==> src/rtl/arctan_sched_if.sv <==
// arctan_sched_if: request, shared-arctan-unit and result signals of arctan_sched.
// The master side drives the requests, the arctan result and out_ready; the slave side is the scheduler.
interface arctan_sched_if;
    logic               req0_valid;
    logic signed [31:0] req0_x;
    logic signed [31:0] req0_y;
    logic               req0_ready;

    logic               req1_valid;
    logic signed [31:0] req1_x;
    logic signed [31:0] req1_y;
    logic               req1_ready;

    logic signed [31:0] at_x;
    logic signed [31:0] at_y;
    logic signed [31:0] at_theta;

    logic               out_valid;
    logic               out_ready;
    logic signed [31:0] out_theta;
    logic               out_id;

    logic               busy;

    modport master (
        output req0_valid, req0_x, req0_y,
        input  req0_ready,
        output req1_valid, req1_x, req1_y,
        input  req1_ready,
        input  at_x, at_y,
        output at_theta,
        input  out_valid, out_theta, out_id,
        output out_ready,
        input  busy
    );

    modport slave (
        input  req0_valid, req0_x, req0_y,
        output req0_ready,
        input  req1_valid, req1_x, req1_y,
        output req1_ready,
        output at_x, at_y,
        input  at_theta,
        output out_valid, out_theta, out_id,
        input  out_ready,
        output busy
    );
endinterface

==> src/rtl/arctan_sched.sv <==
// arctan_sched: shares one combinational arctan unit between two requesters.
// Flow per request: IDLE (accept) -> ISSUE (one settle cycle) -> HOLD (until out_ready).
// Contention is round-robin on a last-grant pointer; defining ARCTAN_SCHED_FIXED_PRIO_EN
// makes requester 0 always win instead (the pointer is still updated).
module arctan_sched (
    input logic          clk,
    input logic          rst,
    arctan_sched_if.slave bus
);

    typedef enum logic [1:0] {
        IDLE  = 2'd0,
        ISSUE = 2'd1,
        HOLD  = 2'd2
    } state_e;

    state_e             state_q;
    logic               ptr_q;        // id of the last granted requester
    logic signed [31:0] op_x_q;
    logic signed [31:0] op_y_q;
    logic               op_id_q;
    logic               out_valid_q;
    logic signed [31:0] out_theta_q;
    logic               out_id_q;

    logic               grant0;
    logic               grant1;
    logic               accept;
    logic               accept_id;
    logic               zero_ops;

    // Arbitration between the two requesters; only meaningful while IDLE.
    always_comb begin
        // NOTE: every combinational output gets a default first so no path leaves it unassigned (no latch).
        grant0 = 1'b0;
        grant1 = 1'b0;
        if (bus.req0_valid && bus.req1_valid) begin
`ifdef ARCTAN_SCHED_FIXED_PRIO_EN
            grant0 = 1'b1;
`else
            // Grant whichever requester the pointer does not name.
            if (ptr_q) begin
                grant0 = 1'b1;
            end else begin
                grant1 = 1'b1;
            end
`endif
        end else if (bus.req0_valid) begin
            grant0 = 1'b1;
        end else if (bus.req1_valid) begin
            grant1 = 1'b1;
        end
    end

    assign bus.req0_ready = (state_q == IDLE) && grant0;
    assign bus.req1_ready = (state_q == IDLE) && grant1;

    // Grants already imply valid, so a high ready is an acceptance at the next edge.
    assign accept    = bus.req0_ready || bus.req1_ready;
    assign accept_id = bus.req1_ready;

    // A (0,0) operand pair has no defined angle; the result is forced to 0.
    assign zero_ops  = (op_x_q == 32'sd0) && (op_y_q == 32'sd0);

    assign bus.at_x      = op_x_q;
    assign bus.at_y      = op_y_q;
    assign bus.out_valid = out_valid_q;
    assign bus.out_theta = out_theta_q;
    assign bus.out_id    = out_id_q;
    assign bus.busy      = (state_q != IDLE);

    // Scheduler FSM with its operand and result registers.
    always_ff @(posedge clk or posedge rst) begin
        if (rst) begin
            state_q     <= IDLE;
            ptr_q       <= 1'b1;
            op_x_q      <= '0;
            op_y_q      <= '0;
            op_id_q     <= 1'b0;
            out_valid_q <= 1'b0;
            out_theta_q <= '0;
            out_id_q    <= 1'b0;
        end else begin
            // NOTE: state uses non-blocking assignments so every register samples pre-edge values.
            case (state_q)
                IDLE: begin
                    if (accept) begin
                        op_x_q  <= accept_id ? bus.req1_x : bus.req0_x;
                        op_y_q  <= accept_id ? bus.req1_y : bus.req0_y;
                        op_id_q <= accept_id;
                        ptr_q   <= accept_id;
                        state_q <= ISSUE;
                    end
                end
                ISSUE: begin
                    out_theta_q <= zero_ops ? 32'sd0 : bus.at_theta;
                    out_id_q    <= op_id_q;
                    out_valid_q <= 1'b1;
                    state_q     <= HOLD;
                end
                HOLD: begin
                    if (bus.out_ready) begin
                        out_valid_q <= 1'b0;
                        state_q     <= IDLE;
                    end
                end
                default: begin
                    out_valid_q <= 1'b0;
                    state_q     <= IDLE;
                end
            endcase
        end
    end

endmodule

==> src/flat_wrapper.sv <==
// flat-port wrapper written by rule: the top's interface ports become plain ports
module arctan_sched_flat 
  (clk, rst, bus_req0_valid, bus_req0_x, bus_req0_y, bus_req0_ready, bus_req1_valid, bus_req1_x, bus_req1_y, bus_req1_ready, bus_at_x, bus_at_y, bus_at_theta, bus_out_valid, bus_out_theta, bus_out_id, bus_out_ready, bus_busy);
  arctan_sched_if bus_i ();
  input logic clk;
  input logic rst;
  input wire logic [$bits(bus_i.req0_valid)-1:0] bus_req0_valid;
  input wire logic [$bits(bus_i.req0_x)-1:0] bus_req0_x;
  input wire logic [$bits(bus_i.req0_y)-1:0] bus_req0_y;
  output wire logic [$bits(bus_i.req0_ready)-1:0] bus_req0_ready;
  input wire logic [$bits(bus_i.req1_valid)-1:0] bus_req1_valid;
  input wire logic [$bits(bus_i.req1_x)-1:0] bus_req1_x;
  input wire logic [$bits(bus_i.req1_y)-1:0] bus_req1_y;
  output wire logic [$bits(bus_i.req1_ready)-1:0] bus_req1_ready;
  output wire logic [$bits(bus_i.at_x)-1:0] bus_at_x;
  output wire logic [$bits(bus_i.at_y)-1:0] bus_at_y;
  input wire logic [$bits(bus_i.at_theta)-1:0] bus_at_theta;
  output wire logic [$bits(bus_i.out_valid)-1:0] bus_out_valid;
  output wire logic [$bits(bus_i.out_theta)-1:0] bus_out_theta;
  output wire logic [$bits(bus_i.out_id)-1:0] bus_out_id;
  input wire logic [$bits(bus_i.out_ready)-1:0] bus_out_ready;
  output wire logic [$bits(bus_i.busy)-1:0] bus_busy;
  assign bus_i.req0_valid = bus_req0_valid;
  assign bus_i.req0_x = bus_req0_x;
  assign bus_i.req0_y = bus_req0_y;
  assign bus_req0_ready = bus_i.req0_ready;
  assign bus_i.req1_valid = bus_req1_valid;
  assign bus_i.req1_x = bus_req1_x;
  assign bus_i.req1_y = bus_req1_y;
  assign bus_req1_ready = bus_i.req1_ready;
  assign bus_at_x = bus_i.at_x;
  assign bus_at_y = bus_i.at_y;
  assign bus_i.at_theta = bus_at_theta;
  assign bus_out_valid = bus_i.out_valid;
  assign bus_out_theta = bus_i.out_theta;
  assign bus_out_id = bus_i.out_id;
  assign bus_i.out_ready = bus_out_ready;
  assign bus_busy = bus_i.busy;
  arctan_sched u_core (.clk(clk), .rst(rst), .bus(bus_i));
endmodule
==> config.mk <==
export PLATFORM = sky130hd
export DESIGN_NAME = arctan_sched_flat
export DESIGN_NICKNAME = d
export VERILOG_FILES = /design/src/rtl/arctan_sched_if.sv /design/src/rtl/arctan_sched.sv /design/src/flat_wrapper.sv
export SDC_FILE = /design/constraint.sdc
export NUM_CORES = 1
export LEC_CHECK = 0
export ABC_AREA = 0
export BUFFER_PORTS_ARGS = -buffer_cell sky130_fd_sc_hd__buf_2
export CORE_MARGIN = 4
export CORE_UTILIZATION = 45
export CTS_CLUSTER_SIZE = 12
export DETAILED_ROUTE_END_ITERATION = 12
export GPL_TIMING_DRIVEN = 1
export PLACE_DENSITY = 0.83
export SYNTH_ARGS = -nofsm -noshare
export SYNTH_HDL_FRONTEND = slang
export SYNTH_SLANG_ARGS = --single-unit
==> constraint.sdc <==
create_clock -name clk -period 4.8 [get_ports clk]
set_input_delay 0.72 -clock clk [delete_from_list [all_inputs] [get_ports clk]]
set_output_delay 0.72 -clock clk [all_outputs]
set_load 0.05 [all_outputs]
# ---- After elaboration in Yosys (flattened, before gate mapping)
# Cells that the tools add are included.
dict set report op_classes {
  bitwise 1
  eq_ne 4
  mux 15
  reduce_logical 12
}
# op n
set op_table {}
lappend op_table {{two-way mux 32 bit} 3}
lappend op_table {{zero test 32 bit} 2}
lappend op_table {{two-way mux 1 bit} 8}
lappend op_table {{one-hot mux 2 bit (3 select lines)} 1}
lappend op_table {{AND reduction 2 bit} 3}
lappend op_table {{logical AND 1 bit} 4}
lappend op_table {{two-way mux 2 bit} 2}
lappend op_table {{one-hot mux 1 bit (3 select lines)} 1}
lappend op_table {{== test 2 x 1 -> 1 bit (second input constant)} 1}
lappend op_table {{== test 2 bit (second input constant)} 1}
lappend op_table {{zero test 2 bit} 1}
lappend op_table {{!= test 2 x 1 -> 1 bit (second input constant)} 1}
lappend op_table {{!= test 2 bit (second input constant)} 1}
lappend op_table {{nonzero test 2 bit} 1}
lappend op_table {{logical OR 1 bit} 1}
lappend op_table {{inverter 1 bit} 1}
dict set report totals {
  output_inout_bits 101
  ff_bits 102
  wordCells 40
  input_bits 165
}

# ---- Longest topological paths before layout
dict set report logic_depth {
  depth_word 7
  mapped_depth 7
  depth_no_buf 4
}

# ---- Least setup slack after synthesis
# Ideal clock, no wire load.
dict set report synth_path {
  kind {in2out}
  start {input port bus_req1_valid}
  end {output port bus_req0_ready}
  n_path_buf 2
  path_slack_ns 2.411
  arrival_ns 1.669
  required_ns 4.080
  path_stages 4
  cell_sequence {nand2b_1 -> and3_1 -> clkbuf_1 -> buf_1}
}
dict set report synth_between {
  elab_chain_len 3
}
# element line
set synth_lines {}
lappend synth_lines {{start, declared} flat_wrapper.sv:11} ;# input wire logic [$bits(bus_i.req1_valid)-1:0] bus_req1_valid;
lappend synth_lines {{logical AND 1 bit} arctan_sched.sv:37} ;# if (bus.req0_valid && bus.req1_valid) begin
lappend synth_lines {{two-way mux 1 bit} arctan_sched.sv:37}
lappend synth_lines {{logical AND 1 bit} arctan_sched.sv:55} ;# assign bus.req0_ready = (state_q == IDLE) && grant0;
lappend synth_lines {{end, declared} flat_wrapper.sv:10} ;# output wire logic [$bits(bus_i.req0_ready)-1:0] bus_req0_ready;
# Every way passes these cells.

# ---- Worst setup path in the final report
dict set report layout_path {
  start {register u_core.state_q[0]}
  end {output port bus_req1_ready}
}
dict set report layout_between {
  elab_chain_len 2
}
# element line
set layout_lines {}
lappend layout_lines {{start, declared} arctan_sched.sv:17} ;# state_e state_q;
lappend layout_lines {{start signal, assigned} arctan_sched.sv:75} ;# state_q <= IDLE;
lappend layout_lines {{start signal, assigned} arctan_sched.sv:92} ;# state_q <= ISSUE;
lappend layout_lines {{start signal, assigned} arctan_sched.sv:99} ;# state_q <= HOLD;
lappend layout_lines {{zero test 2 bit} arctan_sched.sv:56} ;# assign bus.req1_ready = (state_q == IDLE) && grant1;
lappend layout_lines {{logical AND 1 bit} arctan_sched.sv:56}
lappend layout_lines {{end, declared} flat_wrapper.sv:14} ;# output wire logic [$bits(bus_i.req1_ready)-1:0] bus_req1_ready;
# Every way passes these cells.

==> flow_summary.rst <==
.. list-table::
   :header-rows: 1

   * - Metric
     - Value
   * - Result of the run
     - complete, no violations
   * - Global-route wire length before repair
     - 21.2 mm
   * - CTS Hold Buffers Added
     - 0
   * - Crit Path Max Fanout
     - 6
   * - Highest clock frequency the design can meet
     - approximately 410 MHz
   * - Slew margin rel.
     - between 10% and 20%
   * - Total CTS buffers
     - 9
   * - Clock tree root buffer cell
     - clkbuf_8
   * - Grt ovf
     - 0
   * - Synth Instances
     - about 470
   * - Post-synth cell types
     - 21
   * - Clock period minus worst slack
     - 2450 ps
   * - Sum of met3 wire segment lengths after detailed routing
     - between 1 and 1.5 mm
   * - Period utilization
     - between 50% and 60%
   * - Biggest area consumer among synthesized cells
     - dfrtp_1
   * - Average detailed-routed wire length per instance
     - between 15 and 20 um
   * - Static leakage
     - around 3.3 nW
   * - DP Wirelength
     - 10.7 mm
   * - Global routing usage summed across all routing layers
     - between 20% and 30%
   * - Insertion delay of the later-clocked pin in the worst-skew pair
     - approximately 350 ps
   * - Syn nets
     - between 600 and 700
   * - Violation count after the first detailed-route iteration
     - about 300
   * - Register-to-Register Path Depth
     - 5
   * - Cell area after layout
     - about 6000 um^2
   * - Largest net degree at the start of global routing
     - 67
   * - Number of global-route vias before repair
     - around 4.3k
   * - Number of core rows
     - 35
   * - Boundary pin count
     - approximately 270
   * - EDFF count, synth
     - 0
   * - Number of setup buffers added after CTS
     - 0
   * - Data required time at the worst endpoint
     - slightly above 4000 ps
   * - Die H
     - approximately 110 um
   * - First-pass detailed-route iteration total
     - 5
   * - Metal2 WL
     - between 6 and 7 mm
   * - Number of max-cap violations
     - 0
   * - Total count of max-transition violations in the final report
     - 0
   * - Chip width
     - between 100 and 150 um
   * - Share of post-route cells with drive strength above 1
     - about two fifths
   * - Cts repair resizes
     - 0
   * - Fraction of synthesized cell area taken by the top area cell type
     - roughly three fifths
   * - Proportion of synthesized chip area in sequential cells
     - 58.8%
   * - Routed Wire Length
     - 13.9 mm
   * - Number of I/O port buffers
     - around 270
   * - Post-synthesis instance area
     - 4350 um^2
   * - Placeable core region
     - 9330 um^2
   * - Antenna violations before repair
     - 1
   * - Remaining antenna violation count
     - 0
   * - Fillers
     - ~800
   * - DRC
     - 0
   * - Placement-stage cell area
     - 5730 um^2
   * - Highest metal layer with signal wires
     - met4
   * - Share of flip-flops with an asynchronous set or reset
     - 100%
   * - Routed length on met1
     - 5.30 mm
   * - Register-to-register setup slack
     - between 2000 and 3000 ps
   * - Final setup violating endpoints
     - 0
   * - Final nets
     - approximately 900
   * - Average cell area after synthesis
     - a little over 9 um^2
   * - Gp weighted congestion
     - 0.897
   * - Clock sink count
     - between 100 and 150
   * - Power per standard cell area
     - 852 nW/um^2
   * - Number of synthesized register bits
     - between 100 and 150
   * - Crit path arrival time
     - ~1700 ps
   * - Peak VDD IR
     - 0.507 mV
   * - Ranking of synthesized cells by area
     - dfrtp_1 58%, nand2_1 17%, a22oi_1 11%, o21ai_0 2.8%, nor4_1 2.2%
   * - Starting Density
     - a little under half
   * - Reg clk slew, reported paths
     - 90 ps
   * - Aggregate negative setup slack
     - 0 ps
   * - Destination of the worst register-to-register timing path
     - u_core.bus.at_x[25]
   * - Actual transition at the worst max-transition pin
     - 1250 ps
   * - Area delta synth->final
     - 35.9%
   * - H-tree levels
     - 3
   * - Class of the most critical setup path
     - reg -> out
   * - Reg-to-reg critical path startpoint
     - u_core.state_q[0]
   * - Via density
     - roughly 5.2
   * - Class of the worst hold path
     - in -> async
   * - Ys Warns
     - 0
   * - Die area
     - ~11,000 um^2
   * - Post-layout util
     - 63.3%
   * - Dominant synthesized flop cell
     - dfrtp_1
   * - Final worst clock skew
     - around 16 ps
   * - Buffers from clock root to sink, at most
     - 2
   * - CP Capture Type
     - primary output
   * - Critical path startpoint
     - u_core.state_q[0]
   * - Final Hold Fails
     - 0
   * - Critical path startpoint category
     - flop
   * - RSZ-0062 raised after global routing
     - no
   * - Clock tree from TritonCTS
     - yes
   * - Via total after detailed routing
     - around 4.5k
synth_stat cells (2+ instances only):
library cell / n
a22oi_1: 64
and3_1: 2
buf_1: 2
buf_2: 10
buf_6: 3
clkbuf_1: 19
dfrtp_1: 101
inv_1: 3
nand2_1: 198
nand2b_1: 2
nand4_1: 4
nor2_1: 6
nor4_1: 15
o21ai_0: 24
o21ai_1: 7
o21ai_2: 3
power breakdown:
group,switching (mW),internal (mW)
Combinational,2.27,0.660
Clock,0.284,0.205
Sequential,0.322,1.29
layout by cell type, fill, tap and decap left out, drive strengths merged:
master	n
nor2	6
o21ai	34
a22oi	64
clkinv	2
clkbuf	12
diode	1
nor4	17
nor2b	1
clkinvlp	2
dfstp	1
nand4	4
and3	2
inv	3
o21a	1
dfrtp	101
nand2	198
nand2b	2
buf	270
how the worst max path moves through the flow:
stage,to,cells after the start
after detailed placement,bus_req1_ready,4
after global routing,bus_req1_ready,3
final,bus_req1_ready,3
after global placement,bus_req1_ready,4
after CTS,bus_req1_ready,3
after floorplan,u_core.bus.at_x[0],1
per-layer routing:
layer / GRT usage, % / vias to the layer above
met3: 6.01 / 37
li1: - / 2082
met2: 40.9 / 249
met4: 8.51 / 0
met5: 0 / -
met1: 28.8 / 2088
worst max-delay path: stages, from the launching register on:
cell and delay, ps:
dfrtp_1 440, nor2_1 380, and3_2 300, buf_2 270
metrics by stage:
step	power [mW]	instances	worst slack (ps)	hold WS (ps)
3_3_place_gp	4.50	833	2710	457
5_1_grt	5.34	850	2270	487
3_5_place_dp	4.57	833	2710	466
6_report	5.03	850	2350	458
4_1_cts	5.06	849	2350	471
2_1_floorplan	3.79	468	1410	439
kinds of logic after synthesis:
kind of cell	after synthesis	share of synthesized area, %
simple gates	230	21.8
flops	102	58.8
compound gates	99	15.4
buf+inv	37	4.00
final cells by class:
class,instances,area (um^2),share of cell area [%]
clock inverter,4,32.5,0.551
antenna,1,2.50,0.0424
multi-input combinational,329,1640,27.7
timing repair buffer,270,1360,23.1
tap,129,161,2.73
inverter,3,13.8,0.233
sequential,102,2550,43.2
clock buffer,12,145,2.46
flip-flops by register name (all words and copies together), names as in the netlist:
register / count
u_core.bus.out_id: 1
u_core.bus.out_valid: 1
u_core.state_q: 2
u_core.bus.at_x: 32
u_core.bus.at_y: 32
u_core.ptr_q: 1
u_core.bus.out_theta: 32
u_core.op_id_q: 1
Power figures use the tool's default switching activity.
